**config.mk**
```make
export PLATFORM = sky130hd
export DESIGN_NAME = alu_acc_ctrl
export DESIGN_NICKNAME = d
export VERILOG_FILES = /design/src/rtl/alu_acc_pkg.sv /design/src/rtl/alu_acc_ctrl_alu4.sv /design/src/rtl/alu_acc_ctrl.sv
export SDC_FILE = /design/constraint.sdc
export NUM_CORES = 1
export LEC_CHECK = 0
export CORE_ASPECT_RATIO = 1.1
export CORE_MARGIN = 3
export CORE_UTILIZATION = 31
export DETAILED_ROUTE_END_ITERATION = 10
export PLACE_DENSITY_LB_ADDON = 0.05
export SLEW_MARGIN = 0
export SYNTH_ARGS = -nofsm -noshare
export SYNTH_HDL_FRONTEND = slang
export SYNTH_SLANG_ARGS = --single-unit
```
**constraint.sdc**
```tcl
create_clock -name clk -period 4.15 [get_ports clk]
set_input_delay 1.245 -clock clk [delete_from_list [all_inputs] [get_ports clk]]
set_output_delay 1.245 -clock clk [all_outputs]
set_load 0.03 [all_outputs]
```
**src/rtl/alu_acc_pkg.sv**
```systemverilog
// ---------------------------------------------------------------------------
// alu_acc_pkg
// Shared types and constants for the alu_acc_ctrl accumulator sequencer and
// its alu_4bit datapath.
//   cmd_op_e  : 3-bit command opcode seen on the command channel
//   state_e   : sequencer FSM states
//   ALU_*     : 2-bit operation codes understood by alu_4bit
//   alu_op_of : maps a command opcode onto the ALU operation it needs
// ---------------------------------------------------------------------------
package alu_acc_pkg;

  typedef enum logic [2:0] {
    OP_NOP  = 3'b000,
    OP_LOAD = 3'b001,
    OP_ADD  = 3'b010,
    OP_SUB  = 3'b011,
    OP_AND  = 3'b100,
    OP_OR   = 3'b101,
    OP_MUL  = 3'b110,
    OP_CLR  = 3'b111
  } cmd_op_e;

  typedef enum logic [1:0] {
    ST_IDLE = 2'b00,
    ST_EXEC = 2'b01,
    ST_MUL  = 2'b10,
    ST_RESP = 2'b11
  } state_e;

  localparam logic [1:0] ALU_ADD = 2'b00;
  localparam logic [1:0] ALU_SUB = 2'b01;
  localparam logic [1:0] ALU_AND = 2'b10;
  localparam logic [1:0] ALU_OR  = 2'b11;

  // Opcodes that do not use the ALU result (NOP/LOAD/CLR/MUL in EXEC) fall
  // back to ADD; their result is ignored by the sequencer.
  function automatic logic [1:0] alu_op_of(input cmd_op_e op);
    logic [1:0] r;
    case (op)
      OP_SUB:  r = ALU_SUB;
      OP_AND:  r = ALU_AND;
      OP_OR:   r = ALU_OR;
      default: r = ALU_ADD;
    endcase
    return r;
  endfunction

endpackage

```
**src/rtl/alu_acc_ctrl_alu4.sv**
```systemverilog
// ---------------------------------------------------------------------------
// alu_4bit
// Purely combinational 4-bit ALU shared by the accumulator sequencer.
//   a, b   in  : operands
//   op     in  : ALU_ADD / ALU_SUB / ALU_AND / ALU_OR
//   result out : a op b, modulo 16
//   zero   out : result == 0
//   carry  out : ADD -> carry out of bit 3; SUB -> borrow (a < b);
//                AND/OR -> 0
// ---------------------------------------------------------------------------
module alu_4bit
  import alu_acc_pkg::*;
(
  input  logic [3:0] a,
  input  logic [3:0] b,
  input  logic [1:0] op,
  output logic [3:0] result,
  output logic       zero,
  output logic       carry
);

  logic [4:0] w_sum;
  logic [4:0] w_diff;

  // 5-bit extended arithmetic: bit 4 is carry-out for ADD and borrow for SUB.
  assign w_sum  = {1'b0, a} + {1'b0, b};
  assign w_diff = {1'b0, a} - {1'b0, b};

  always_comb begin
    result = 4'h0;
    carry  = 1'b0;
    case (op)
      ALU_ADD: begin
        result = w_sum[3:0];
        carry  = w_sum[4];
      end
      ALU_SUB: begin
        result = w_diff[3:0];
        carry  = w_diff[4];
      end
      ALU_AND: result = a & b;
      default: result = a | b;
    endcase
  end

  assign zero = (result == 4'h0);

endmodule

```
**src/rtl/alu_acc_ctrl.sv**
```systemverilog
// ---------------------------------------------------------------------------
// alu_acc_ctrl
// Command-driven 4-bit accumulator sequencer; initiator of alu_4bit.
// One command in flight at a time; the response holds the accumulator and
// flags until it is accepted.
//
// Build option: define ALU_ACC_MUL_EN to enable opcode 110 (MUL), a
// shift-free repeated-add multiply acc * cmd_data taking cmd_data+1 cycles
// with a sticky overflow carry. Without it, opcode 110 acts as a NOP and
// reports rsp_err = 1.
//
// Ports:
//   clk, rst            clock (rising edge), synchronous active-high reset
//   cmd_valid/cmd_ready command channel handshake (ready only in IDLE)
//   cmd_op, cmd_data    opcode (see alu_acc_pkg::cmd_op_e) and operand
//   rsp_valid/rsp_ready response channel handshake
//   rsp_acc             accumulator after the command
//   rsp_zero, rsp_carry flags after the command
//   rsp_err             opcode not supported by this build
//   busy                sequencer is not in IDLE
// ---------------------------------------------------------------------------
module alu_acc_ctrl
  import alu_acc_pkg::*;
#(
  parameter int                DATA_W   = 4,
  parameter logic [DATA_W-1:0] ACC_INIT = '0
) (
  input  logic              clk,
  input  logic              rst,
  input  logic              cmd_valid,
  output logic              cmd_ready,
  input  logic [2:0]        cmd_op,
  input  logic [DATA_W-1:0] cmd_data,
  output logic              rsp_valid,
  input  logic              rsp_ready,
  output logic [DATA_W-1:0] rsp_acc,
  output logic              rsp_zero,
  output logic              rsp_carry,
  output logic              rsp_err,
  output logic              busy
);

  // The datapath is bound to alu_4bit; any other width must not build.
  if (DATA_W != 4) begin : g_bad_width
    $error("alu_acc_ctrl: DATA_W must be 4 to match alu_4bit");
  end

  state_e            r_state;
  cmd_op_e           r_op;
  logic [DATA_W-1:0] r_operand;
  logic [DATA_W-1:0] r_acc;
  logic              r_zero;
  logic              r_carry;
  logic              r_err;
  logic              r_cmd_ready;
  logic              r_rsp_valid;
  logic              r_busy;
`ifdef ALU_ACC_MUL_EN
  localparam logic [DATA_W-1:0] ONE = 1;
  logic [DATA_W-1:0] r_cnt;
  logic [DATA_W-1:0] r_prod;
`endif

  logic [DATA_W-1:0] w_alu_a;
  logic [DATA_W-1:0] w_alu_b;
  logic [1:0]        w_alu_op;
  logic [DATA_W-1:0] w_alu_result;
  logic              w_alu_zero;
  logic              w_alu_carry;
  logic              w_accept;

  assign w_accept = cmd_valid && r_cmd_ready;

  // ALU operand steering; inputs are parked at zero outside EXEC/MUL.
  always_comb begin
    w_alu_a  = '0;
    w_alu_b  = '0;
    w_alu_op = ALU_ADD;
    case (r_state)
      ST_EXEC: begin
        w_alu_a  = r_acc;
        w_alu_b  = r_operand;
        w_alu_op = alu_op_of(r_op);
      end
`ifdef ALU_ACC_MUL_EN
      ST_MUL: begin
        // Repeated addition: prod += acc, once per remaining count.
        w_alu_a  = r_prod;
        w_alu_b  = r_acc;
        w_alu_op = ALU_ADD;
      end
`endif
      default: ;
    endcase
  end

  alu_4bit u_alu (
    .a      (w_alu_a),
    .b      (w_alu_b),
    .op     (w_alu_op),
    .result (w_alu_result),
    .zero   (w_alu_zero),
    .carry  (w_alu_carry)
  );

  always_ff @(posedge clk) begin
    if (rst) begin
      r_state     <= ST_IDLE;
      r_op        <= OP_NOP;
      r_operand   <= '0;
      r_acc       <= ACC_INIT;
      r_zero      <= (ACC_INIT == '0);
      r_carry     <= 1'b0;
      r_err       <= 1'b0;
      r_cmd_ready <= 1'b1;
      r_rsp_valid <= 1'b0;
      r_busy      <= 1'b0;
`ifdef ALU_ACC_MUL_EN
      r_cnt       <= '0;
      r_prod      <= '0;
`endif
    end else begin
      case (r_state)
        // ---- IDLE: accept and latch one command ----
        ST_IDLE: begin
          if (w_accept) begin
            r_op        <= cmd_op_e'(cmd_op);
            r_operand   <= cmd_data;
            r_cmd_ready <= 1'b0;
            r_busy      <= 1'b1;
`ifdef ALU_ACC_MUL_EN
            r_err       <= 1'b0;
            if (cmd_op_e'(cmd_op) == OP_MUL) begin
              r_state <= ST_MUL;
              r_cnt   <= cmd_data;
              r_prod  <= '0;
              r_carry <= 1'b0;
            end else begin
              r_state <= ST_EXEC;
            end
`else
            // MUL is not built: it runs as a NOP and is flagged as an error.
            r_err       <= (cmd_op_e'(cmd_op) == OP_MUL);
            r_state     <= ST_EXEC;
`endif
          end
        end

        // ---- EXEC: single-cycle ALU / register update ----
        ST_EXEC: begin
          case (r_op)
            OP_LOAD: begin
              r_acc   <= r_operand;
              r_zero  <= (r_operand == '0);
              r_carry <= 1'b0;
            end
            OP_ADD, OP_SUB: begin
              r_acc   <= w_alu_result;
              r_zero  <= w_alu_zero;
              r_carry <= w_alu_carry;
            end
            OP_AND, OP_OR: begin
              r_acc   <= w_alu_result;
              r_zero  <= w_alu_zero;
              r_carry <= 1'b0;
            end
            OP_CLR: begin
              r_acc   <= '0;
              r_zero  <= 1'b1;
              r_carry <= 1'b0;
            end
            default: ;  // NOP (and MUL when not built): state unchanged
          endcase
          r_state     <= ST_RESP;
          r_rsp_valid <= 1'b1;
        end

`ifdef ALU_ACC_MUL_EN
        // ---- MUL: one addition per cycle until the count is exhausted ----
        ST_MUL: begin
          if (r_cnt == '0) begin
            r_acc       <= r_prod;
            r_zero      <= (r_prod == '0);
            r_state     <= ST_RESP;
            r_rsp_valid <= 1'b1;
          end else begin
            r_prod  <= w_alu_result;
            r_cnt   <= r_cnt - ONE;
            r_carry <= r_carry | w_alu_carry;  // sticky overflow
          end
        end
`endif

        // ---- RESP: hold response until the consumer takes it ----
        ST_RESP: begin
          if (rsp_ready) begin
            r_state     <= ST_IDLE;
            r_rsp_valid <= 1'b0;
            r_cmd_ready <= 1'b1;
            r_busy      <= 1'b0;
          end
        end

        default: begin
          r_state     <= ST_IDLE;
          r_rsp_valid <= 1'b0;
          r_cmd_ready <= 1'b1;
          r_busy      <= 1'b0;
        end
      endcase
    end
  end

  assign cmd_ready = r_cmd_ready;
  assign rsp_valid = r_rsp_valid;
  assign rsp_acc   = r_acc;
  assign rsp_zero  = r_zero;
  assign rsp_carry = r_carry;
  assign rsp_err   = r_err;
  assign busy      = r_busy;

endmodule

```
==> results of run 1 <==
## placed cells by master, fill, tap and decap left out, types with 2 or more instances in the layout
cell	instances
nand2_1	34
clkdlybuf4s50_1	20
dfxtp_1	19
a21oi_1	17
inv_1	15
ha_1	14
nor2_1	13
and2_1	6
nor2b_1	5
o21ai_0	4
nor3_1	4
clkbuf_8	3
nand3b_1	2
nor3b_1	2
o211ai_1	2
o2111ai_1	2
nand3_1	2
a211o_1	2
o21a_1	2
a211oi_1	2
fa_1	2
## where the power goes
part	total [mW]	internal, mW	switching (mW)	leakage [nW]
combinational	0.120	0.0504	0.0697	0.510
sequential	0.210	0.195	0.0151	0.155
clock	0.139	0.0671	0.0715	0.0255
total	0.469	0.312	0.156	0.691
## worst paths after layout
kind | endpoint
worst max-delay path | rsp_acc[1]
worst min-delay path | rsp_err
worst max register to register | rsp_acc[1]
worst min register to register | rsp_err
## synthesized netlist by cell type (3+ instances only)
master / count / area [um^2]
buf_2: 3 / 15.01
nor2_1: 13 / 48.80
clkbuf_1: 5 / 18.77
dfxtp_1: 19 / 380.4
nor3_1: 4 / 20.02
nand2_1: 34 / 127.6
nor2b_1: 5 / 31.28
inv_1: 15 / 56.30
a21oi_1: 17 / 85.08
and2_1: 6 / 37.54
o21ai_0: 4 / 20.02
ha_1: 14 / 175.2
## through the flow
| stage | std cells | worst slack, ps | total power [mW] | utilization |
|---|---|---|---|---|
| floorplan | 188 | 1178 | 0.2918 | - |
| global placement | 253 | 1268 | 0.3340 | 0.3816 |
| detailed placement | 253 | 1193 | 0.3339 | 0.3816 |
| CTS | 257 | 1176 | 0.4709 | 0.3921 |
| global route | 257 | 1004 | 0.4979 | 0.3921 |
| finish | 257 | 1147 | 0.4687 | 0.3921 |
## cells by family after synthesis
family / after synthesis / synth area share
AND/OR/NAND/NOR: 79 / 0.2711
AO/OA/AOI/OAI: 44 / 0.2151
buffers and inverters: 25 / 0.07056
flip-flops: 19 / 0.2616
adder cells (fa/ha/maj): 17 / 0.1549
XOR/XNOR: 2 / 0.01205
multiplexers: 2 / 0.01463
## worst min-delay path: stages, from the launching register on
cell and delay, ps:
dfxtp_1 330, a21oi_1 60, nor2_1 70
## layout make-up
type                            count  area [um^2]
Clock inverter                      1        5.005
Clock buffer                        3        41.29
Tap cell                           54        67.56
Sequential cell                    19        380.4
Fill cell                         453         2681
Timing Repair Buffer               21        207.7
Inverter                           15        56.30
Multi-Input combinational cell    144        970.9
## sequential cells by signal, indices dropped and copies added (netlist names)
name / flops
busy: 1
cmd_ready: 1
r_op: 3
r_operand: 4
r_state: 2
rsp_acc: 4
rsp_carry: 1
rsp_err: 1
rsp_valid: 1
rsp_zero: 1
## routing by layer
metal  GRT usage  vias up  share of wire
met5           0        -              0
met4     0.04887        0          0.017
met3     0.03109        7          0.036
met2      0.2371       27           0.48
met1      0.1919      646           0.47
li1            -      683              -
==> impl_metrics.env, run 1 <==
export IMPL_outcome="complete, no violations"
export IMPL_finalCritPeriodShare=0.7236
export IMPL_syn2layout_area_growth_pct=18.93
export IMPL_slowest_delay_ps=430
export IMPL_path_buf_inv=2
export IMPL_gp_congestion=0.7771
export IMPL_netlist_instances=188
export IMPL_p_leak_nw=0.6910
export IMPL_cts_resized=0
export IMPL_crit_family="simple AND/OR/NAND/NOR gates"
export IMPL_finalMaxSlewViolations=0
export IMPL_antenna_found_initial=0
export IMPL_critPathRequiredTime_ps=4370
export IMPL_ys_ff_latch=19
export IMPL_cp_num_cells=11
export IMPL_grt_overflow=0
export IMPL_min_path_cells=2
export IMPL_grt_pass1_vias=1301
export IMPL_grt_usage=0.1468
export IMPL_dieArea_um2=5549
export IMPL_setup_viol_count_final=0
export IMPL_synth_edf_count=0
export IMPL_ctsHoldBuffers=0
export IMPL_cts_setup_buffers=0
export IMPL_finalHoldViolCount=0
export IMPL_min_path_type="reg2reg"
export IMPL_layout_min_cycle_time_ps=3003
export IMPL_path_clk_slew_ps=80
export IMPL_clock_sinks=19
export IMPL_startpoint="r_state[0]"
export IMPL_powerDensity_nw_per_um2=271.0
export IMPL_antenna_left=0
export IMPL_drive_gt1_frac=0.04433
export IMPL_crit_path_start_kind="flop"
export IMPL_grt_pass1_wl_um=6444
export IMPL_ctsLongestPathBuffers=2
export IMPL_worstMarginPinSlew_ps=653.7
export IMPL_cts_root_buf="clkbuf_8"
export IMPL_wl_per_cell_um=14.62
export IMPL_antenna_cells=0
export IMPL_rows=25
export IMPL_die_width_um=71.30
export IMPL_path_cells="nor2b_1 -> buf_4 -> and2_1 -> inv_1 -> ha_1 -> fa_1 -> or3b_1 -> mux2_1 -> o32a_1 -> o2111ai_1 -> o211a_1"
export IMPL_clk_latency_ps=270
export IMPL_synth_flop_cell="dfxtp_1"
export IMPL_rrSetupSlack_ps=1150
export IMPL_drv_cap=0
export IMPL_rsz0062_at_grt="no"
export IMPL_nets=231
export IMPL_synth_cell_type_count=52
export IMPL_die_h_um=77.83
export IMPL_path_class="reg2reg"
export IMPL_ioPinCount=21
export IMPL_fin_worst_skew_ps=1.464
export IMPL_syn_area_um2=1454
export IMPL_crit_path_end_kind="flop"
export IMPL_async_flop_share=0
export IMPL_dr_pass1_iters=4
export IMPL_wl_um=3758
export IMPL_r2r_start="r_state[0]"
export IMPL_min_from="rsp_err"
export IMPL_rr_worst_depth=11
export IMPL_place_hpwl_um=2986
export IMPL_ys_seq_area_frac=0.2616
export IMPL_cts_tree="built"
export IMPL_yosys_warnings=0
export IMPL_critPathArrivalTime_ps=3220
export IMPL_peakVddDrop_mv=0.1092
export IMPL_fmax_mhz=333.0
export IMPL_design_area_um2=1729
export IMPL_num_vias=1363
export IMPL_hold_slack_ps=496.8
export IMPL_htree_levels=1
export IMPL_syn_nets=215
export IMPL_place_area_um2=1683
export IMPL_crit_path_max_fanout=16
export IMPL_slew_headroom=0.5628
export IMPL_totalNegativeSetupSlack_ps=0
export IMPL_grt_start_max_net_pins=17
export IMPL_initial_core_util=0.3296
export IMPL_drcViolationCount=0
export IMPL_portBuffers=20
export IMPL_cts_inserted_buffers=3
export IMPL_synth_area_per_cell_um2=7.733
export IMPL_first_iter_violations=89
export IMPL_coreArea_um2=4410
export IMPL_via_per_inst=5.304
export IMPL_slowest_stage="dfxtp_1"
Note: power is estimated with default switching activity, not from simulation.
==> run 2, diff against run 1 <==
clock period = 3.13 ns   (was 4.15 ns; I/O delays follow)
==> run 2 against run 1 <==
  * Final area increased by 0.58%
  * Via count decreased by 0.29%
  * Combinational power increased by 33%
  * Sequential power increased by 34%
  * Setup slack got worse by 870 ps
  * Fmax increased by 5.1%
  * Sequential share of layout area decreased by 0.13 points
  * Wire length increased by 3.6%
  * First-iteration DRC count increased by 11%
  * Clock power increased by 27%
  * Register-to-register slack got worse by 870 ps
  * Non-clock buffer count increased by 1
==> impl_metrics.env, run 2 (synthesis gave the netlist of run 1 again) <==
export IMPL_clk_latency_ps=260
export IMPL_r2r_end="rsp_acc[1]"
export IMPL_ctsHoldBuffers=0
export IMPL_peakVddDrop_mv=0.2043
export IMPL_place_ws_ps=223.1
export IMPL_antenna_cells=0
export IMPL_coreArea_um2=4410
export IMPL_crit_family="simple AND/OR/NAND/NOR gates"
export IMPL_rows=25
export IMPL_worstMarginPinSlew_ps=559.0
export IMPL_grt_start_max_net_pins=13
export IMPL_final_cell_mix="nand2_1 (34), clkdlybuf4s50_1 (20), dfxtp_1 (19)"
export IMPL_via_per_inst=5.267
export IMPL_fin_worst_skew_ps=6.176
export IMPL_cp_num_cells=10
export IMPL_grt_usage=0.1468
export IMPL_switching_share=0.3282
export IMPL_clock_sinks=19
export IMPL_htree_levels=1
export IMPL_p_leak_nw=0.6963
export IMPL_power_frac_comb=0.258
export IMPL_setup_viol_count_final=0
export IMPL_outcome="complete, no violations"
export IMPL_slowest_stage="dfxtp_1"
export IMPL_drive_gt1_frac=0.05392
export IMPL_finalCritPeriodShare=0.9127
export IMPL_cts_inserted_buffers=3
export IMPL_place_area_um2=1690
export IMPL_drcViolationCount=0
export IMPL_wl_per_cell_um=15.09
export IMPL_first_iter_violations=99
export IMPL_fmax_mhz=350.1
export IMPL_crit_path_max_fanout=7
export IMPL_dieArea_um2=5549
export IMPL_min_path_cells=2
export IMPL_portBuffers=20
export IMPL_grt_overflow=0
export IMPL_path_cells="nor2b_2 -> and2_1 -> inv_1 -> ha_1 -> fa_1 -> or3b_1 -> mux2_1 -> o32a_1 -> o2111ai_1 -> o211a_1"
export IMPL_gp_congestion=0.8763
export IMPL_die_h_um=77.83
export IMPL_path_class="reg2reg"
export IMPL_powerDensity_nw_per_um2=355.3
export IMPL_syn2layout_area_growth_pct=19.62
export IMPL_final_common_cell="nand2_1"
export IMPL_min_from="rsp_err"
export IMPL_grt_pass1_vias=1310
export IMPL_cts_root_buf="clkbuf_8"
export IMPL_p_seq_frac=0.455
export IMPL_nets=232
export IMPL_rr_worst_depth=10
export IMPL_internal_power_mw=0.4152
export IMPL_cts_setup_buffers=0
export IMPL_place_hpwl_um=3103
export IMPL_antenna_left=0
export IMPL_antenna_found_initial=0
export IMPL_path_clk_slew_ps=80
export IMPL_crit_path_end_kind="flop"
export IMPL_slowest_delay_ps=450
export IMPL_path_buf_inv=1
export IMPL_design_area_um2=1739
export IMPL_cts_resized=0
export IMPL_die_width_um=71.30
export IMPL_grt_pass1_wl_um=6492
export IMPL_ioPinCount=21
export IMPL_totalNegativeSetupSlack_ps=0
export IMPL_critPathRequiredTime_ps=3340
export IMPL_rsz0062_at_grt="no"
export IMPL_fin_ws_ps=273.4
export IMPL_cts_tree="built"
export IMPL_switchingPower_mw=0.2028
export IMPL_crit_path_start_kind="flop"
export IMPL_initial_core_util=0.3296
export IMPL_min_path_type="reg2reg"
export IMPL_pwr_share_clk=0.287
export IMPL_hold_end="rsp_err"
export IMPL_finalHoldViolCount=0
export IMPL_critPathArrivalTime_ps=3070
export IMPL_total_power_mw=0.6180
export IMPL_layout_min_cycle_time_ps=2857
export IMPL_num_vias=1359
export IMPL_dr_pass1_iters=4
export IMPL_wl_um=3892
export IMPL_finalMaxSlewViolations=0
export IMPL_slew_headroom=0.6259
export IMPL_ctsLongestPathBuffers=2
export IMPL_r2r_start="r_state[0]"
export IMPL_rrSetupSlack_ps=270
export IMPL_drv_cap=0
[run 2: changes by cell type in the layout (fill, tap and decap cells not counted)]
cell,change
buf_4,+1
nor2b_1,-1
nor2b_2,+1
[run 2: worst register-to-register path, stage by stage (launching register included)]
cell	delay [ps]
dfxtp_1	450
nor2b_2	260
and2_1	180
inv_1	60
ha_1	240
fa_1	450
or3b_1	350
mux2_1	300
o32a_1	190
o2111ai_1	180
o211a_1	160
[run 2: metrics by stage]
stage | utilization | hold slack (ps) | cells
finish | 0.3943 | 495.5 | 258
global placement | 0.3833 | 478.0 | 254
floorplan | - | 462.5 | 188
detailed placement | 0.3833 | 479.4 | 254
global route | 0.3943 | 532.2 | 258
CTS | 0.3938 | 498.9 | 258
[run 2: how the worst max path moves through the flow]
stage | from | end | slack (ps)
final | r_state[0] | rsp_acc[1] | 270
after global routing | r_state[0] | rsp_acc[2] | 60
after CTS | r_state[0] | rsp_acc[1] | 220
after detailed placement | r_state[0] | rsp_acc[1] | 220
after global placement | r_state[0] | rsp_acc[1] | 310
after floorplan | r_state[0] | rsp_acc[1] | 160
[run 2: cell type report]
class                           instances  area, um^2
Clock buffer                            3       41.29
Tap cell                               54       67.56
Inverter                               15       56.30
Clock inverter                          1       5.005
Fill cell                             458        2671
Timing Repair Buffer                   22       215.2
Sequential cell                        19       380.4
Multi-Input combinational cell        144       973.4
[run 2: metal layers]
layer	vias up	wire length, um	track usage
li1	682	-	-
met1	637	1688	0.1757
met2	32	1970	0.2537
met3	8	138	0.02850
met4	0	94	0.05827
met5	-	0	0
[run 2: power groups by stage]
stage / combinational, mW / clock [mW] / sequential [mW]
after global placement: 0.160 / 0 / 0.286
final: 0.160 / 0.177 / 0.281
after detailed placement: 0.159 / 0 / 0.286
after CTS: 0.160 / 0.181 / 0.281
after global routing: 0.177 / 0.198 / 0.284
after floorplan: 0.0959 / 0 / 0.291
==> run 3, diff against run 2 <==
CTS_BUF_LIST = sky130_fd_sc_hd__clkbuf_2   (was unset)
==> run 3 against run 2 <==
  * Wire length fell by 0.44%
  * Largest power group unchanged
  * Setup slack got worse by 8.0 ps
  * Final cell count did not move
  * Worst hold slack improved by 16 ps
  * Register-to-register slack barely moved
  * Highest routed layer unchanged
  * First-iteration DRC count fell by 14%
  * Global-route usage fell by 0.24 points
  * Core utilization fell by 0.60 points
  * Non-clock buffer count did not move
==> impl_metrics.env, run 3 (synthesis gave the netlist of run 1 again) <==
export IMPL_outcome="complete, no violations"
export IMPL_ioPinCount=21
export IMPL_critPathArrivalTime_ps=3150
export IMPL_initial_core_util=0.3296
export IMPL_antenna_found_initial=0
export IMPL_peakVddDrop_mv=0.1781
export IMPL_min_path_type="reg2reg"
export IMPL_totalNegativeSetupSlack_ps=0
export IMPL_num_vias=1342
export IMPL_path_buf_inv=1
export IMPL_wl_um=3875
export IMPL_p_leak_nw=0.6872
export IMPL_drcViolationCount=0
export IMPL_die_width_um=71.30
export IMPL_drv_cap=0
export IMPL_first_iter_violations=85
export IMPL_wl_per_cell_um=15.02
export IMPL_path_clk_slew_ps=210
export IMPL_final_util=0.3884
export IMPL_crit_path_end_kind="flop"
export IMPL_finalCritPeriodShare=0.9152
export IMPL_clk_latency_ps=320
export IMPL_finalMaxSlewViolations=0
export IMPL_slew_headroom=0.6114
export IMPL_ctsLongestPathBuffers=2
export IMPL_htree_levels=1
export IMPL_portBuffers=20
export IMPL_gp_congestion=0.8763
export IMPL_grt_usage=0.1445
export IMPL_powerDensity_nw_per_um2=322.4
export IMPL_hold_slack_ps=511.2
export IMPL_grt_start_max_net_pins=13
export IMPL_place_hpwl_um=3103
export IMPL_fin_worst_skew_ps=15.38
export IMPL_antenna_left=0
export IMPL_dieArea_um2=5549
export IMPL_crit_path_max_fanout=7
export IMPL_final_cell_mix="nand2_1 (34), clkdlybuf4s50_1 (20), dfxtp_1 (19)"
export IMPL_cts_tree="built"
export IMPL_critPathRequiredTime_ps=3420
export IMPL_cts_root_buf="clkbuf_2"
export IMPL_crit_family="simple AND/OR/NAND/NOR gates"
export IMPL_ctsHoldBuffers=0
export IMPL_slowest_delay_ps=490
export IMPL_dr_pass1_iters=4
export IMPL_coreArea_um2=4410
export IMPL_rsz0062_at_grt="no"
export IMPL_nets=232
export IMPL_die_h_um=77.83
export IMPL_finalHoldViolCount=0
export IMPL_grt_pass1_vias=1301
export IMPL_cts_inserted_buffers=3
export IMPL_final_common_cell="nand2_1"
export IMPL_place_area_um2=1690
export IMPL_path_cells="nor2b_2 -> and2_1 -> inv_1 -> ha_1 -> fa_1 -> or3b_1 -> mux2_1 -> o32a_1 -> o2111ai_1 -> o211a_1"
export IMPL_via_per_inst=5.202
export IMPL_setup_viol_count_final=0
export IMPL_crit_path_start_kind="flop"
export IMPL_layout_min_cycle_time_ps=2865
export IMPL_grt_overflow=0
export IMPL_design_area_um2=1713
export IMPL_grt_pass1_wl_um=6437
export IMPL_worstMarginPinSlew_ps=580.8
export IMPL_fmax_mhz=349.1
export IMPL_syn2layout_area_growth_pct=17.81
export IMPL_antenna_cells=0
export IMPL_drive_gt1_frac=0.05392
export IMPL_slowest_stage="dfxtp_1"
export IMPL_clock_sinks=19
export IMPL_rows=25
export IMPL_path_class="reg2reg"
-- run 3: cell counts in the layout (fill, tap and decap cells not counted) --
Identical to the previous run, type by type.
-- run 3: layout make-up --
class / instances / area [um^2]
clock buffer: 3 / 15.01
clock inverter: 1 / 5.005
fill: 462 / 2698
inverter: 15 / 56.30
multi-input combinational: 144 / 973.4
sequential: 19 / 380.4
tap: 54 / 67.56
timing repair buffer: 22 / 215.2
-- run 3: routing by layer --
metal / GRT usage / vias to the layer above / wire, um
met5: 0 / - / 0
met3: 0.02461 / 6 / 112
met4: 0.05263 / 0 / 80
met2: 0.2537 / 24 / 1962
li1: - / 681 / -
met1: 0.1733 / 631 / 1720
-- run 3: repair_timing --
item / 4_1_cts / 5_1_grt
hold endpoints to repair: 0 / 0
setup buffers: 0 / 0
endpoints found under the setup margin: 0 / 2
resized for setup: 0 / 1
-- run 3: worst paths after layout --
check	startpoint	endpoint	slack (ps)	depth (start not counted)
worst max-delay path	r_state[0]	rsp_acc[1]	270	10
worst min-delay path	rsp_carry	rsp_carry	510	2
worst max register to register	r_state[0]	rsp_acc[1]	270	10
worst min register to register	rsp_carry	rsp_carry	510	2
-- run 3: power breakdown --
part	leakage [nW]	internal, mW	switching [mW]
sequential	0.155	0.259	0.0224
combinational	0.515	0.0680	0.0917
clock	0.0164	0.0290	0.0821
-- run 3: worst min-delay path: stages (launching register included) --
cell     delay [ps]
dfxtp_1         360
o21ai_0          70
a21oi_1          60
-- run 3: through the flow --
step | instances | setup WS [ps] | total power, mW
floorplan | 188 | 157.9 | 0.3870
global placement | 254 | 310.1 | 0.4453
detailed placement | 254 | 223.1 | 0.4452
CTS | 258 | 201.2 | 0.5576
global route | 258 | 45.35 | 0.5899
finish | 258 | 265.4 | 0.5522
